===== src/rtl/arbiter_rr_packet.sv =====
// Packet-aware round-robin arbiter: one requester owns the output from grant until its
// last beat transfers, feeding a single registered output stage with full throughput.
module arbiter_rr_packet #(
    parameter int N = 8,
    parameter int DWIDTH = 32,
    localparam int IW = $clog2(N)
) (
    input  logic                  clk,
    input  logic                  rst,
    input  logic [N-1:0]          in_valid,
    input  logic [N*DWIDTH-1:0]   in_data,
    input  logic [N-1:0]          in_last,
    output logic [N-1:0]          in_ready,
    output logic                  out_valid,
    output logic [DWIDTH-1:0]     out_data,
    output logic                  out_last,
    output logic [IW-1:0]         out_id,
    input  logic                  out_ready
);

    localparam logic [0:0] S_IDLE   = 1'b0;
    localparam logic [0:0] S_LOCKED = 1'b1;

    logic [0:0]        r_state;
    logic [IW-1:0]     r_owner;
    logic [IW-1:0]     r_lastOwner;
    logic              r_outValid;
    logic [DWIDTH-1:0] r_outData;
    logic              r_outLast;
    logic [IW-1:0]     r_outId;

    logic              w_maskHit;
    logic [IW-1:0]     w_maskIdx;
    logic [IW-1:0]     w_anyIdx;
    logic [IW-1:0]     w_winner;
    logic              w_ownerReady;
    logic              w_xfer;
    logic [DWIDTH-1:0] w_ownerData;

    // Scanning downward leaves the lowest matching index in each candidate.
    always_comb begin
        w_maskHit = 1'b0;
        w_maskIdx = '0;
        w_anyIdx  = '0;
        for (int i = N - 1; i >= 0; i--) begin
            if (in_valid[i]) begin
                w_anyIdx = IW'(i);
                if (IW'(i) > r_lastOwner) begin
                    w_maskHit = 1'b1;
                    w_maskIdx = IW'(i);
                end
            end
        end
    end

    assign w_winner     = w_maskHit ? w_maskIdx : w_anyIdx;
    assign w_ownerReady = !r_outValid || out_ready;
    assign w_xfer       = (r_state == S_LOCKED) && in_valid[r_owner] && w_ownerReady;
    assign w_ownerData  = in_data[r_owner*DWIDTH +: DWIDTH];

    always_comb begin
        in_ready = '0;
        if (r_state == S_LOCKED) begin
            in_ready[r_owner] = w_ownerReady;
        end
    end

    always_ff @(posedge clk) begin
        if (rst) begin
            r_state     <= S_IDLE;
            r_owner     <= '0;
            r_lastOwner <= IW'(N - 1);
        end else begin
            case (r_state)
                S_IDLE: begin
                    if (|in_valid) begin
                        r_state <= S_LOCKED;
                        r_owner <= w_winner;
                    end
                end
                default: begin
                    // Lock is released only by a transferred last beat, never by a valid gap.
                    if (w_xfer && in_last[r_owner]) begin
                        r_state     <= S_IDLE;
                        r_lastOwner <= r_owner;
                    end
                end
            endcase
        end
    end

    always_ff @(posedge clk) begin
        if (rst) begin
            r_outValid <= 1'b0;
            r_outData  <= '0;
            r_outLast  <= 1'b0;
            r_outId    <= '0;
        end else if (w_xfer) begin
            r_outValid <= 1'b1;
            r_outData  <= w_ownerData;
            r_outLast  <= in_last[r_owner];
            r_outId    <= r_owner;
        end else if (r_outValid && out_ready) begin
            r_outValid <= 1'b0;
        end
    end

    assign out_valid = r_outValid;
    assign out_data  = r_outData;
    assign out_last  = r_outLast;
    assign out_id    = r_outId;

endmodule


===== config.mk =====
export PLATFORM = sky130hd
export DESIGN_NAME = arbiter_rr_packet
export DESIGN_NICKNAME = d
export VERILOG_FILES = /design/src/rtl/arbiter_rr_packet.sv
export SDC_FILE = /design/constraint.sdc
export NUM_CORES = 1
export LEC_CHECK = 0
export BUFFER_PORTS_ARGS = -buffer_cell sky130_fd_sc_hd__buf_2
export CAP_MARGIN = 0
export CORE_AREA = 2 2 125 127
export CTS_CLUSTER_SIZE = 25
export DETAILED_ROUTE_END_ITERATION = 6
export DIE_AREA = 0 0 127 129
export PLACE_DENSITY = 0.67
export RECOVER_POWER = 50
export SETUP_SLACK_MARGIN = 0.5
export SLEW_MARGIN = 20
export SYNTH_ARGS = -nofsm -noshare
export SYNTH_HDL_FRONTEND = slang
export SYNTH_SLANG_ARGS = --single-unit

===== constraint.sdc =====
create_clock -name clk -period 2.02 [get_ports clk]
set_clock_uncertainty 0.15 [all_clocks]
set_input_delay 0.202 -clock clk [delete_from_list [all_inputs] [get_ports clk]]
set_output_delay 0.202 -clock clk [all_outputs]
set_load 0.02 [all_outputs]

==> impl_metrics.toml <==
[finish]
final_nets = 961
layout-drive-gt1-share_pct = 70.3
syn_to_final_growth_pct = 75.3
nFillCells = 1421

[place]
dp_hpwl_um = 12400
port-buffer-count = 319
gp_congestion = 0.785

[global_route]
antenna_found_initial = 3
grt_usage_pct = 18.8
grt_pass1_wl_um = 23700
grt_start_max_net_pins = 37
grt_pass1_vias = 4479
overflow = 0

[route]
ant_nets = 0
drc = 0
vias_per_cell = 5.17
drt_iter0_drc = 237
wl_per_cell_um = 20.0
vias = 4526
firstDrtPassIters = 4
finalWirelength_um = 17500

[sta]
rsz0062_at_grt = "true"
finalHoldViolations = 0
setup_viol = 0
tightest_slew_ns = 0.528
fin_hold_ws_ns = 0.0780
fin_crit_ns = 1.88
timing.final.crit_share_pct = 93.1
slew_violations = 0
relSlewSlack_pct = 64.5
clock.fmax_mhz = 532
fin_setup_tns_ns = 0

[power]
p_leak_nw = 2.82
ir_drop_uv = 435
power.density_nw_per_um2 = 1090

[floorplanning]
die_x_um = 127
io_pins = 320
initial_core_util_pct = 26.1
placementRows = 45
core_region_area_um2 = 15000
die_y_um = 129
die_area_um2 = 16400

[yosys]
netlist_area_um2 = 3900
muxShareOfSynthArea_pct = 48.5
synth_top_cell_area_share_pct = 38.1
synth_xor_area_share_pct = 0
synth_area_leaders = "mux4_2 (38%), dfxtp_1 (23%), mux2i_1 (10%)"
synth-edff-count = 0
synth-compound-area-share_pct = 12.7
ys_ff_latch = 44
yosysWarnings = 0
synth_fp_nets = 620
yosysSeqAreaShare_pct = 22.6
synth_fa_ha_area_share_pct = 0
yosys.area.top_type = "mux4_2"
avgSynthCellArea_um2 = 11.3
synth-simple-area-share_pct = 10.3
async_flop_share_pct = 0
netlist_instances = 345
synth_top_family_by_area = "multiplexers"
synth_ff_type = "dfxtp_1"
synthDistinctLibCells = 34

[min_path]
hold_path.startpoint = "out_ready"
hold_depth = 3
hold-path-endpoint = "out_valid"
hp-class = "input port to register"

[cts]
clk_pin_slew_ns = 0.06
cts_sinks = 44
clk_latency_ns = 0.28
cts_buffers = 5
cts-root-buf = "clkbuf_16"
htreeDepth = 2
cts_tree = "yes"
cts_buffer_depth = 2

[worst_setup_path]
startpoint = "r_owner[0]"
crit_fanout = 4
r2r_end = "r_lastOwner[2]"
reg2reg_depth = 6
worstSetupStartpointType = "register"
cp.arrival_ns = 1.53
worstSetupPathType = "register to output port"
worstSetupEndpointType = "output port"
ff2ff_setup_slack_ns = 0.18
reg2reg_from = "r_owner[0]"
crit_required_ns = 1.67

[flow_run]
drv_cap = 0

[outcome]
outcome = "completed"
-- state kept, by name, indices dropped and copies added (netlist names) --
name and flops:
r_owner 3, out_valid 1, out_last 1, r_state 1, out_id 3, out_data 32, r_lastOwner 3
-- Yosys cell counts (2+ instances only) --
cell	n
mux2i_1	39
o21ai_0	4
nand2b_1	7
mux4_2	66
clkbuf_1	8
a21o_1	2
nand2_1	11
nor2b_1	5
o22ai_1	2
inv_1	2
buf_4	7
buf_1	4
a21boi_0	2
a21oi_1	8
dfxtp_1	44
a31oi_1	2
nor2_1	57
a211oi_1	25
buf_6	6
a311oi_1	3
nand3_1	5
nor3_1	4
buf_2	12
a211oi_2	10
-- repair_timing --
item                                    in CTS  in global routing
hold buffers                                 0                  0
endpoints found under the setup margin      51                 52
gates cloned                                 6                  7
setup buffers                               19                  9
pin swaps                                   12                 14
resized for setup                           61                 54
-- cell usage in the layout, fill, tap and decap left out, types with 3 or more instances in the layout --
cell / count
mux2i_1: 27
nand2_1: 7
buf_2: 274
buf_6: 9
buf_4: 20
nor2_4: 6
dfxtp_4: 4
clkbuf_1: 39
nand3_1: 3
nor2b_1: 4
mux4_2: 66
a21oi_1: 6
o21ai_0: 3
nor2_2: 5
nor2_1: 46
clkbuf_16: 12
buf_16: 7
buf_12: 11
nand2b_4: 3
a211oi_2: 24
buf_8: 4
a211oi_1: 11
mux2i_2: 11
dfxtp_1: 38
nand2b_1: 4
-- metrics by stage --
| step | util, % | cell area (µm²) | worst slack [ns] | cells | total power (W) |
|---|---|---|---|---|---|
| 6_report | 45.7 | 6840 | 0.140 | 876 | 0.00747 |
| 5_1_grt | 45.7 | 6840 | 0.0662 | 876 | 0.00791 |
| 4_1_cts | 42.9 | 6430 | 0.183 | 858 | 0.00687 |
| 3_5_place_dp | 38.0 | 5690 | 0.160 | 826 | 0.00512 |
| 3_3_place_gp | 38.0 | 5690 | 0.175 | 826 | 0.00505 |
| 2_1_floorplan | - | 3960 | 0.271 | 345 | 0.00418 |
-- worst max-delay path: stages, from the launching register on --
cell      delay [ns]
dfxtp_4         0.36
buf_12          0.13
buf_8           0.12
nand2b_1        0.27
nor2_4          0.13
clkbuf_1        0.24
-- metal layers --
metal  vias to the layer above  share of wire, %  track usage [%]
li1                       2064                 -                -
met1                      2190                37             21.2
met2                       248                54             35.2
met3                        24               7.0             3.49
met4                         0               2.3             6.72
met5                         -                 0                0
-- logic make-up (layout without fill, tap and decap cells) --
family                 count (synthesis)  after routing
AO/OA/AOI/OAI                         63             63
buffers and inverters                 39            380
flip-flops                            44             44
multiplexers                         106            106
other                                  0              2
AND/OR/NAND/NOR                       93             93
-- final cells by class --
cell class	instances	area, µm²	share of cell area, %
clock inverters	1	5.00	0.0731
diodes	2	5.00	0.0731
inverters	2	7.51	0.110
clock buffers	6	129	1.88
well taps	188	235	3.44
multi-input cells	262	3120	45.6
repair buffers	371	2450	35.7
flip-flops and latches	44	898	13.1
-- power by group --
| group | leakage [nW] | internal [W] | total, W | switching [W] |
|---|---|---|---|---|
| clock | 0.0667 | 0.000450 | 0.000789 | 0.000339 |
| sequential | 0.364 | 0.00117 | 0.00142 | 0.000251 |
| combinational | 2.39 | 0.00281 | 0.00526 | 0.00245 |
| total | 2.82 | 0.00443 | 0.00747 | 0.00304 |
-- how the worst max path moves through the flow --
stage	endpoint	slack, ns	depth (start not counted)
after floorplan	out_data[0]	0.27	8
after global placement	out_data[17]	0.17	4
after detailed placement	out_data[17]	0.16	4
after CTS	out_data[9]	0.18	5
after global routing	out_data[30]	0.07	7
final	in_ready[6]	0.14	5
(Power assumes the default switching activity.)
